<file path="src/rtl/seq_shift_add_mult_pkg.sv">
// Shared types and widths for the sequential shift-and-add multiplier.
package mult_pkg;

  typedef enum logic [1:0] {
    S_IDLE = 2'd0,
    S_RUN  = 2'd1,
    S_DONE = 2'd2
  } mult_state_t;

  localparam int OP_W   = 8;
  localparam int PROD_W = 16;
  localparam int CNT_W  = 3;

endpackage

</file>
<file path="src/rtl/seq_shift_add_mult_if.sv">
// Operand/product valid-ready bus of the multiplier, plus its busy flag.
interface seq_shift_add_mult_if;
  import mult_pkg::*;

  logic              in_valid;
  logic              in_ready;
  logic [OP_W-1:0]   a;
  logic [OP_W-1:0]   b;
  logic              out_valid;
  logic              out_ready;
  logic [PROD_W-1:0] product;
  logic              busy;

  modport master (
    output in_valid, a, b, out_ready,
    input  in_ready, out_valid, product, busy
  );

  modport slave (
    input  in_valid, a, b, out_ready,
    output in_ready, out_valid, product, busy
  );

endinterface

</file>
<file path="src/rtl/seq_shift_add_mult_adder.sv">
// 16-bit adder: four 4-bit carry-lookahead groups chained by group generate/propagate.
module _16_bit_fast_adder (
  input  logic [15:0] a,
  input  logic [15:0] b,
  output logic [15:0] o
);

  logic [15:0] p;
  logic [14:0] g;
  logic [15:0] c;
  logic [3:0]  gc;

  assign p     = a ^ b;
  assign g     = a[14:0] & b[14:0];
  assign gc[0] = 1'b0;

  genvar gi;
  generate
    for (gi = 0; gi < 4; gi++) begin : g_grp
      localparam int B = 4 * gi;

      assign c[B]   = gc[gi];
      assign c[B+1] = g[B] | (p[B] & gc[gi]);
      assign c[B+2] = g[B+1] | (p[B+1] & g[B]) | (p[B+1] & p[B] & gc[gi]);
      assign c[B+3] = g[B+2] | (p[B+2] & g[B+1]) | (p[B+2] & p[B+1] & g[B])
                    | (p[B+2] & p[B+1] & p[B] & gc[gi]);

      // The carry out of the top group would be bit 16, which the multiplier never needs.
      if (gi < 3) begin : g_la
        assign gc[gi+1] = g[B+3] | (p[B+3] & g[B+2]) | (p[B+3] & p[B+2] & g[B+1])
                        | (p[B+3] & p[B+2] & p[B+1] & g[B])
                        | (&p[B+3:B] & gc[gi]);
      end
    end
  endgenerate

  assign o = p ^ c;

endmodule

</file>
<file path="src/rtl/seq_shift_add_mult.sv">
// Sequential 8x8 unsigned shift-and-add multiplier, one partial-product add per cycle.
module seq_shift_add_mult
  import mult_pkg::*;
#(
  parameter int OP_W       = mult_pkg::OP_W,
  parameter bit EARLY_EXIT = 1'b1
) (
  input  logic                 clk,
  input  logic                 rst,
  seq_shift_add_mult_if.slave  bus
);

  mult_state_t       state_reg, state_next;
  logic [PROD_W-1:0] acc_reg, acc_next;
  logic [PROD_W-1:0] mcand_reg, mcand_next;
  logic [OP_W-1:0]   mplr_reg, mplr_next;
  logic [CNT_W-1:0]  cnt_reg, cnt_next;
  logic [PROD_W-1:0] sum;

  _16_bit_fast_adder u_adder (
    .a (acc_reg),
    .b (mcand_reg),
    .o (sum)
  );

  always_ff @(posedge clk or posedge rst) begin
    if (rst) begin
      state_reg <= S_IDLE;
      acc_reg   <= '0;
      mcand_reg <= '0;
      mplr_reg  <= '0;
      cnt_reg   <= '0;
    end else begin
      state_reg <= state_next;
      acc_reg   <= acc_next;
      mcand_reg <= mcand_next;
      mplr_reg  <= mplr_next;
      cnt_reg   <= cnt_next;
    end
  end

  always_comb begin
    state_next = state_reg;
    acc_next   = acc_reg;
    mcand_next = mcand_reg;
    mplr_next  = mplr_reg;
    cnt_next   = cnt_reg;

    case (state_reg)
      S_IDLE: begin
        if (bus.in_valid) begin
          mcand_next = {{OP_W{1'b0}}, bus.a};
          mplr_next  = bus.b;
          acc_next   = '0;
          cnt_next   = '0;
          state_next = S_RUN;
        end
      end

      S_RUN: begin
        if (mplr_reg[0]) begin
          acc_next = sum;
        end
        mcand_next = mcand_reg << 1;
        mplr_next  = mplr_reg >> 1;
        cnt_next   = cnt_reg + 1'b1;
        // Stop as soon as no set multiplier bits remain after this step.
        if ((cnt_reg == CNT_W'(OP_W - 1)) ||
            (EARLY_EXIT && (mplr_reg[OP_W-1:1] == '0))) begin
          state_next = S_DONE;
        end
      end

      S_DONE: begin
        if (bus.out_ready) begin
          state_next = S_IDLE;
        end
      end

      default: begin
        state_next = S_IDLE;
      end
    endcase
  end

  assign bus.in_ready  = (state_reg == S_IDLE);
  assign bus.out_valid = (state_reg == S_DONE);
  assign bus.product   = acc_reg;
  assign bus.busy      = (state_reg != S_IDLE);

endmodule

</file>
<file path="src/flat_wrapper.sv">
// flat-port wrapper written by rule: the top's interface ports become plain ports
module seq_shift_add_mult_flat import mult_pkg::*;
#(
  parameter int OP_W       = mult_pkg::OP_W,
  parameter bit EARLY_EXIT = 1'b1
)
  (clk, rst, bus_in_valid, bus_a, bus_b, bus_out_ready, bus_in_ready, bus_out_valid, bus_product, bus_busy);
  seq_shift_add_mult_if bus_i ();
  input  logic clk;
  input  logic rst;
  input wire logic [$bits(bus_i.in_valid)-1:0] bus_in_valid;
  input wire logic [$bits(bus_i.a)-1:0] bus_a;
  input wire logic [$bits(bus_i.b)-1:0] bus_b;
  input wire logic [$bits(bus_i.out_ready)-1:0] bus_out_ready;
  output wire logic [$bits(bus_i.in_ready)-1:0] bus_in_ready;
  output wire logic [$bits(bus_i.out_valid)-1:0] bus_out_valid;
  output wire logic [$bits(bus_i.product)-1:0] bus_product;
  output wire logic [$bits(bus_i.busy)-1:0] bus_busy;
  assign bus_i.in_valid = bus_in_valid;
  assign bus_i.a = bus_a;
  assign bus_i.b = bus_b;
  assign bus_i.out_ready = bus_out_ready;
  assign bus_in_ready = bus_i.in_ready;
  assign bus_out_valid = bus_i.out_valid;
  assign bus_product = bus_i.product;
  assign bus_busy = bus_i.busy;
  seq_shift_add_mult #(.OP_W(OP_W), .EARLY_EXIT(EARLY_EXIT)) u_core (.clk(clk), .rst(rst), .bus(bus_i));
endmodule
</file>
<file path="config.mk">
export PLATFORM = sky130hd
export DESIGN_NAME = seq_shift_add_mult_flat
export DESIGN_NICKNAME = d
export VERILOG_FILES = /design/src/rtl/seq_shift_add_mult_pkg.sv /design/src/rtl/seq_shift_add_mult_if.sv /design/src/rtl/seq_shift_add_mult_adder.sv /design/src/rtl/seq_shift_add_mult.sv /design/src/flat_wrapper.sv
export SDC_FILE = /design/constraint.sdc
export NUM_CORES = 1
export LEC_CHECK = 0
export ABC_CLOCK_PERIOD_IN_PS = 2250
export CORE_UTILIZATION = 50
export CTS_BUF_LIST = sky130_fd_sc_hd__clkbuf_4 sky130_fd_sc_hd__clkbuf_8 sky130_fd_sc_hd__clkbuf_16
export DETAILED_ROUTE_END_ITERATION = 8
export PLACE_DENSITY = 0.72
export RECOVER_POWER = 50
export SLEW_MARGIN = 20
export SYNTH_ARGS = -nofsm -noshare
export SYNTH_HDL_FRONTEND = slang
export SYNTH_SLANG_ARGS = --single-unit
export TNS_END_PERCENT = 1
</file>
<file path="constraint.sdc">
create_clock -name clk -period 2.25 [get_ports clk]
set_input_delay 0.45 -clock clk [delete_from_list [all_inputs] [get_ports clk]]
set_output_delay 0.45 -clock clk [all_outputs]
set_load 0.02 [all_outputs]
</file>
==> metrics.log <==
INFO  metric placer_congestion_estimate = between 0.8 and 0.9
INFO  metric postRouteAntennaNets = 0
INFO  metric seq_power_share = 0.350
INFO  metric ctsRootBufferMaster = clkbuf_8
INFO  metric routed_wl = 5340 um
INFO  metric holdCritStartpoint = u_core.cnt_reg[0]
INFO  metric cpMaxStageDelayCell = fa_1
INFO  metric topRoutingLayerUsed = met4
INFO  metric p_sw_frac = 0.422
INFO  metric share_of_post_route_cells_with_drive_strength_above_1 = 0.0956
INFO  metric detailroute.via_count = ~2000
INFO  metric drt-vias-per-instance = 5.47
INFO  metric cp_cell_sequence = ha_1 -> o21ai_1 -> o21ba_2 -> o211ai_1 -> nand2_1 -> fa_1 -> xor2_1 -> o31ai_1
INFO  metric met3_length = around 220 um
INFO  metric min_to = u_core.cnt_reg[0]
INFO  metric netlist_instances = roughly 250
INFO  metric p_leak = ~1.4 nW
INFO  metric finClkSkew = just over 6 ps
INFO  metric clock_insertion_delay_worst_skew = 290 ps
INFO  metric synth-edff-count = 0
INFO  metric number_of_global_route_vias_before_repair = around 2000
INFO  metric clock_power_share = 0.121
INFO  metric floorplan.initialDensity = 0.528
INFO  metric netlist_area = between 2000 and 3000 um2
INFO  metric timing.critical_path.buf_inv = 0
INFO  metric die_height = about 73 um
INFO  metric final.hold.worst_slack = approximately 510 ps
INFO  metric reg2reg_slack = around 64 ps
INFO  metric first_pass_iters = 4
INFO  metric cts-root-to-sink-buffers = 2
INFO  metric timing.hold.worst.class = flip-flop to flip-flop
INFO  metric critical_path.max_stage_delay = 420 ps
INFO  metric crit_arrival = approximately 2400 ps
INFO  metric critical_path.reg2reg.endpoint = u_core.bus.product[13]
INFO  metric postSynthNetCount = between 200 and 300
INFO  metric irDropWorstVdd = 0.758 mV
INFO  metric total_power = ~0.0043 W
INFO  metric status = finished, final reports clean
INFO  metric rsz0062_at_grt = true
INFO  metric wire_per_inst = roughly 15 um
INFO  metric cts_inserted_buffers = 5
INFO  metric cts_max_level = 2
INFO  metric layout.area.seq = 1130 um2
INFO  metric power.density = roughly 1400 nW/um2
INFO  metric insertedDiodeCount = 0
INFO  metric rr_worst_depth = 8
INFO  metric timing.critical_path.max_delay_family = adder cells
INFO  metric cts_resized = 0
INFO  metric crit_type = flip-flop to flip-flop
INFO  metric worstSetupPathDepth = 8
INFO  metric net-switching-power = 0.00180 W
INFO  metric design.core.area = 4790 um2
INFO  metric p_int = between 0.002 and 0.0025 W
INFO  metric grt.overflow.total = 0
INFO  metric detail_route.drc_violations = 0
INFO  metric rows = 25
INFO  metric comb_power_share = 0.529
INFO  metric io_buf_count = 38
INFO  metric tritoncts = yes
INFO  metric max_cap_violations = 0
INFO  metric io_pins = 39
INFO  metric timing_worst_slew_pin_value = approximately 790 ps
INFO  metric clk_pin_slew_worst_paths = about 80 ps
INFO  metric fin_crit_sh = 0.972
INFO  metric dr.first_iter.drc_count = between 100 and 150
INFO  metric max_freq = between 400 and 500 MHz
INFO  metric fin_crit = ~2200 ps
INFO  metric post_cts_hold_buffer_count = 0
INFO  metric grt_max_degree = 40
INFO  metric report.final.hold_viol_count = 0
INFO  metric timing.critical_path.from_type = flip-flop
INFO  metric grt_usage = 0.230
INFO  metric postSynth.topFlopCell = dfrtp_1
INFO  metric design.die.area = ~5300 um2
INFO  metric syn2layout_area_growth = 24.7%
INFO  metric async_reset_ff_frac = 1.00
INFO  metric clock-sinks = 45
INFO  metric cts_setup_buffers = 0
INFO  metric worstHoldPathCells = 1
INFO  metric nFillCells = ~400
INFO  metric ys_seq_area_frac = 0.446
INFO  metric setup.worst_path.end_class = flip-flop
INFO  metric grt_antenna_before_repair = 0
INFO  metric crit-reg2reg-launch = u_core.bus.product[3]
INFO  metric grt_first_pass_wirelength = between 9000 and 10000 um
INFO  metric setup-violations-final = 0
INFO  metric maxSlewViolCount = 0
INFO  metric yosys_register_bits = 45
INFO  metric ys.warnings.count = 0
INFO  metric synth.distinct_cells = 46
INFO  metric worst-endpoint-required = 2450 ps
INFO  metric met2WireLength = ~2600 um
INFO  metric routedLengthMet1 = 2510 um
INFO  metric detailed_place_hpwl = ~3800 um
INFO  metric slew_headroom = 0.470
INFO  metric multiInputGateArea = between 1000 and 1500 um2
INFO  metric num-nets-final = around 330
INFO  metric fin_tns_setup = 0 ps
INFO  metric critical_path_peak_fanout = 4
INFO  metric die_w = 73.1 um
INFO  metric syn-mean-instance-area = between 10 and 15 um2
==> cells in the mapped netlist (3+ instances only) <==
| cell | count | area [um2] |
|---|---|---|
| nand4_1 | 4 | 25.0 |
| mux2i_1 | 15 | 150 |
| inv_1 | 11 | 41.3 |
| fa_1 | 4 | 80.1 |
| nor2b_1 | 5 | 31.3 |
| dfrtp_1 | 45 | 1130 |
| ha_1 | 17 | 213 |
| o21ai_0 | 27 | 135 |
| a22o_1 | 8 | 70.1 |
| o21ai_1 | 5 | 25.0 |
| xnor2_1 | 4 | 35.0 |
| a21o_1 | 3 | 22.5 |
| nand2_1 | 37 | 139 |
| a32o_1 | 3 | 30.0 |
| xor2_1 | 5 | 43.8 |
| nor2_1 | 3 | 11.3 |
| o31ai_1 | 3 | 22.5 |
| a21oi_1 | 8 | 40.0 |
| clkbuf_1 | 5 | 18.8 |
| a211oi_1 | 3 | 22.5 |
==> worst reg2reg max path, stage by stage, from the launching register on <==
cell and delay (ps):
dfrtp_1 410, ha_1 320, o21ai_1 70, o21ba_2 220
o211ai_1 200, nand2_1 120, fa_1 420, xor2_1 150
o31ai_1 180
==> power by group through the flow <==
| stage | logic, W | registers (W) | clock network, W |
|---|---|---|---|
| after floorplan | 0.00141 | 0.00152 | 0 |
| after detailed placement | 0.00223 | 0.00147 | 0 |
| final | 0.00225 | 0.00149 | 0.000517 |
| after global placement | 0.00219 | 0.00146 | 0 |
| after CTS | 0.00224 | 0.00146 | 0.000529 |
| after global routing | 0.00254 | 0.00154 | 0.000564 |
==> how the worst max path moves through the flow <==
stage               slack [ps]                   from                      to
floorplan                   60  u_core.bus.product[1]  u_core.bus.product[13]
global placement            90    u_core.mcand_reg[2]  u_core.bus.product[13]
detailed placement          30    u_core.mcand_reg[2]  u_core.bus.product[13]
CTS                         20    u_core.mcand_reg[2]  u_core.bus.product[13]
global route               -30  u_core.bus.product[3]  u_core.bus.product[13]
finish                      60  u_core.bus.product[3]  u_core.bus.product[13]
==> layer usage <==
layer | up-vias | GRT usage
met4 | 0 | 0.0763
li1 | 980 | -
met1 | 949 | 0.302
met2 | 35 | 0.380
met3 | 5 | 0.0442
met5 | - | 0
==> cell type report <==
type | instances | area share
Inverter | 11 | 0.0131
Multi-Input combinational cell | 181 | 0.430
Sequential cell | 45 | 0.357
Clock buffer | 7 | 0.0286
Tap cell | 67 | 0.0266
Timing Repair Buffer | 49 | 0.144
==> stage by stage <==
stage	area, um2	util	std cells	setup WS [ps]
finish	3150	0.658	360	63.5
global route	3150	0.658	360	-28.9
CTS	3130	0.655	360	17.9
detailed placement	3040	0.636	353	31.0
global placement	3040	0.636	353	93.4
floorplan	2530	-	248	59.4
==> logic make-up after synthesis <==
group / after synthesis / synth area share
AOI/OAI and AO/OA: 74 / 0.193
and+or+nand+nor: 62 / 0.115
DFF: 45 / 0.446
buffers and inverters: 22 / 0.0396
adders and majority gates: 21 / 0.116
muxes: 15 / 0.0594
xor gates and xnor gates: 9 / 0.0312
==> cells in the final DEF, fill, tap and decap left out, drive strengths merged, types with 3 or more instances in the layout <==
master / netlist / routed
o21ai: 32 / 32
buf: 5 / 8
clkdlybuf4s50: 0 / 36
ha: 17 / 17
clkbuf: 6 / 10
o31ai: 3 / 3
nand4: 4 / 4
mux2i: 15 / 15
a21o: 3 / 3
dfrtp: 45 / 45
fa: 4 / 4
a32o: 3 / 3
xnor2: 4 / 4
a21oi: 8 / 8
nor2: 3 / 3
a211oi: 3 / 3
nand2: 38 / 38
a22o: 8 / 8
nor2b: 5 / 5
xor2: 5 / 5
inv: 11 / 11
Note: power is estimated with default switching activity, not from simulation.
==> edit: new RTL, config.mk and constraints unchanged <==
Re-encode `mult_state_t` (3 states) as one-hot, 3 bits wide.
--- a/src/rtl/seq_shift_add_mult_pkg.sv
+++ b/src/rtl/seq_shift_add_mult_pkg.sv
@@ -1,10 +1,10 @@
 // Shared types and widths for the sequential shift-and-add multiplier.
 package mult_pkg;
 
-  typedef enum logic [1:0] {
-    S_IDLE = 2'd0,
-    S_RUN  = 2'd1,
-    S_DONE = 2'd2
+  typedef enum logic [2:0] {
+    S_IDLE = 3'b001,
+    S_RUN  = 3'b010,
+    S_DONE = 3'b100
   } mult_state_t;
 
   localparam int OP_W   = 8;
Function: no difference found for any inputs over 4 cycles, from zero or initial values and one cycle with rst high; so few cycles prove little.
==> edit against the original RTL <==
- setup slack got worse by 0.016 ns
- sequential power fell by 10%
- synthesized area rose by 2.9%
- routed wire length rose by 1.9%
- utilization rose by 2.8 points
- clock skew fell by 0.0013 ns
- combinational power fell by 14%
- sequential share of layout area fell by 1.1 points
- sequential cell count rose by 1
- die area rose by 2.8%
- final area rose by 5.6%
- total power fell by 8.4%
==> edit: results (changes against the original RTL) <==
- Status: finished, final reports clean
- Vias per inst: 5.594 (+2.3%)
- First-pass GRT wire length: 9.473 mm (+2.8%)
- Post-synthesis instance total: 259 (+4.4%)
- Synth cell count leaders: 45 x dfrtp_1, 28 x nand2_1, 24 x a21oi_1, 23 x nor2_1, 17 x ha_1
- H-tree levels: 2 (unchanged)
- Placed cells: 370 (+4.8%)
- Fraction of layout cells with a size suffix above 1: 0.1282 (+0.03264)
- Clock-pin slew on the worst setup and hold paths: 0.09 ns
- Max VDD drop: 0.0006183 V (-18%)
- Fillcell total: 411 (+2.2%)
- CTS Buf Count: 5 (unchanged)
- Post-Syn Nets: 300 (+3.8%)
- Met2 Usage GRT: 0.3636 (-0.01599)
- Port Buf Inserts: 38 (unchanged)
- Multiplexer area fraction after synthesis: 0.05775 (-0.001658)
- Post-Synth XOR/XNOR Area: 0.03032 (-0.0008705)
- Iteration-0 DRC Markers: 140 (+8.5%)
- Finished Layout Cells: 379 (+5.3%)
- Ranking of synthesized cells by area: dfrtp_1 43%, ha_1 8.2%, mux2i_1 5.8%, a21oi_1 4.6%, nand2_1 4.0%
- FFs w/ async S/R, synth: 1.000 (unchanged)
- GR Layer Usage met1: 0.3067 (+0.004364)
- Largest net degree at the start of global routing: 29 (-28%)
- Met3 usage: 0.04065 (-0.003548)
- Drt pass-1 iters: 4 (unchanged)
- RePlAce Congestion: 0.8056 (-3.8%)
- Syn. warnings: 0 (unchanged)
- NumNets Final: 352 (+5.4%)
- Compound-Gate Fraction of Synth Area: 0.1848 (-0.008276)
- Post-DP HPWL: 4.060 mm (+6.3%)
- Post-Place Setup Slack: -0.0003366 ns (-0.03136 ns)
- Worst clock skew: 0.004882 ns (-0.001269 ns)
- Initial antenna violation count: 0 (unchanged)
- Worst path top cell family by delay: adder cells
- GRT Total Usage: 0.2249 (-0.004646)
- DP Area: 0.003163 mm^2 (+3.9%)
- Lkg Pwr: 1.456 nW (+2.3%)
- Sequential cell area fraction in the yosys report: 0.4432 (-0.002330)
- DRT Wirelength: 5.440 mm (+1.9%)
- Worst-Margin Slew: 0.7358 ns (-0.05894 ns)
- Hold path cells: 1 (unchanged)
- Vias in the first global route: 2116 (+6.7%)
- Crit path max-delay cell type: dfrtp_1
- Yosys cell types: 45 (-2.2%)
- Top_reg_cell synth: dfrtp_1
- Hold WC Path Type: reg -> reg
- Synthesized-area fraction occupied by adder cells: 0.1126 (-0.003233)
- ANT cells: 0 (unchanged)
- Area Overhead vs Synth: 27.91%
## edit: report_power, final
part           switching, mW  total [mW]  internal [mW]
Sequential             0.252        1.34           1.09
Combinational           1.04        1.94          0.900
Clock                  0.284       0.611          0.327
## edit: cell type report
class	count	area share
well taps	67	0.02521
clock inverters	3	0.01204
multi-input cells	192	0.4312
clock buffers	5	0.02069
flip-flops and latches	46	0.3469
inverters	12	0.01354
repair buffers	54	0.1505
## edit: cells by family (layout without fill, tap and decap cells)
group	count (synthesis)	in the layout
XOR/XNOR	9	9
buffers and inverters	21	74
flip-flops	46	46
AO/OA/AOI/OAI	71	71
adder cells (fa/ha/maj)	21	21
multiplexers	15	15
AND/OR/NAND/NOR	76	76
## edit: what timing repair did
action                                  CTS  global route
resized for setup                         4            10
endpoints found under the setup margin    4             7
pin swaps                                 0             3
buffers inserted                          0             1
## edit: path summary, 6_finish.rpt
check | endpoint | start | slack, ns
max | u_core.bus.product[13]$_DFFE_PP0P_ | u_core.bus.product[3]$_DFFE_PP0P_ | 0.05
min | u_core.cnt_reg[0]$_DFFE_PP0P_ | u_core.cnt_reg[0]$_DFFE_PP0P_ | 0.50
max reg2reg | u_core.bus.product[13]$_DFFE_PP0P_ | u_core.bus.product[3]$_DFFE_PP0P_ | 0.05
min reg2reg | u_core.cnt_reg[0]$_DFFE_PP0P_ | u_core.cnt_reg[0]$_DFFE_PP0P_ | 0.50
max in group asynchronous | u_core.bus.product[1]$_DFFE_PP0P_ | rst | 0.36
min in group asynchronous | u_core.mcand_reg[15]$_DFFE_PP0P_ | rst | 0.70
## edit: layer usage
metal,routed length [um],part of all wire
met1,2591,0.48
met2,2565,0.47
met3,205,0.038
met4,78,0.014
met5,0,0
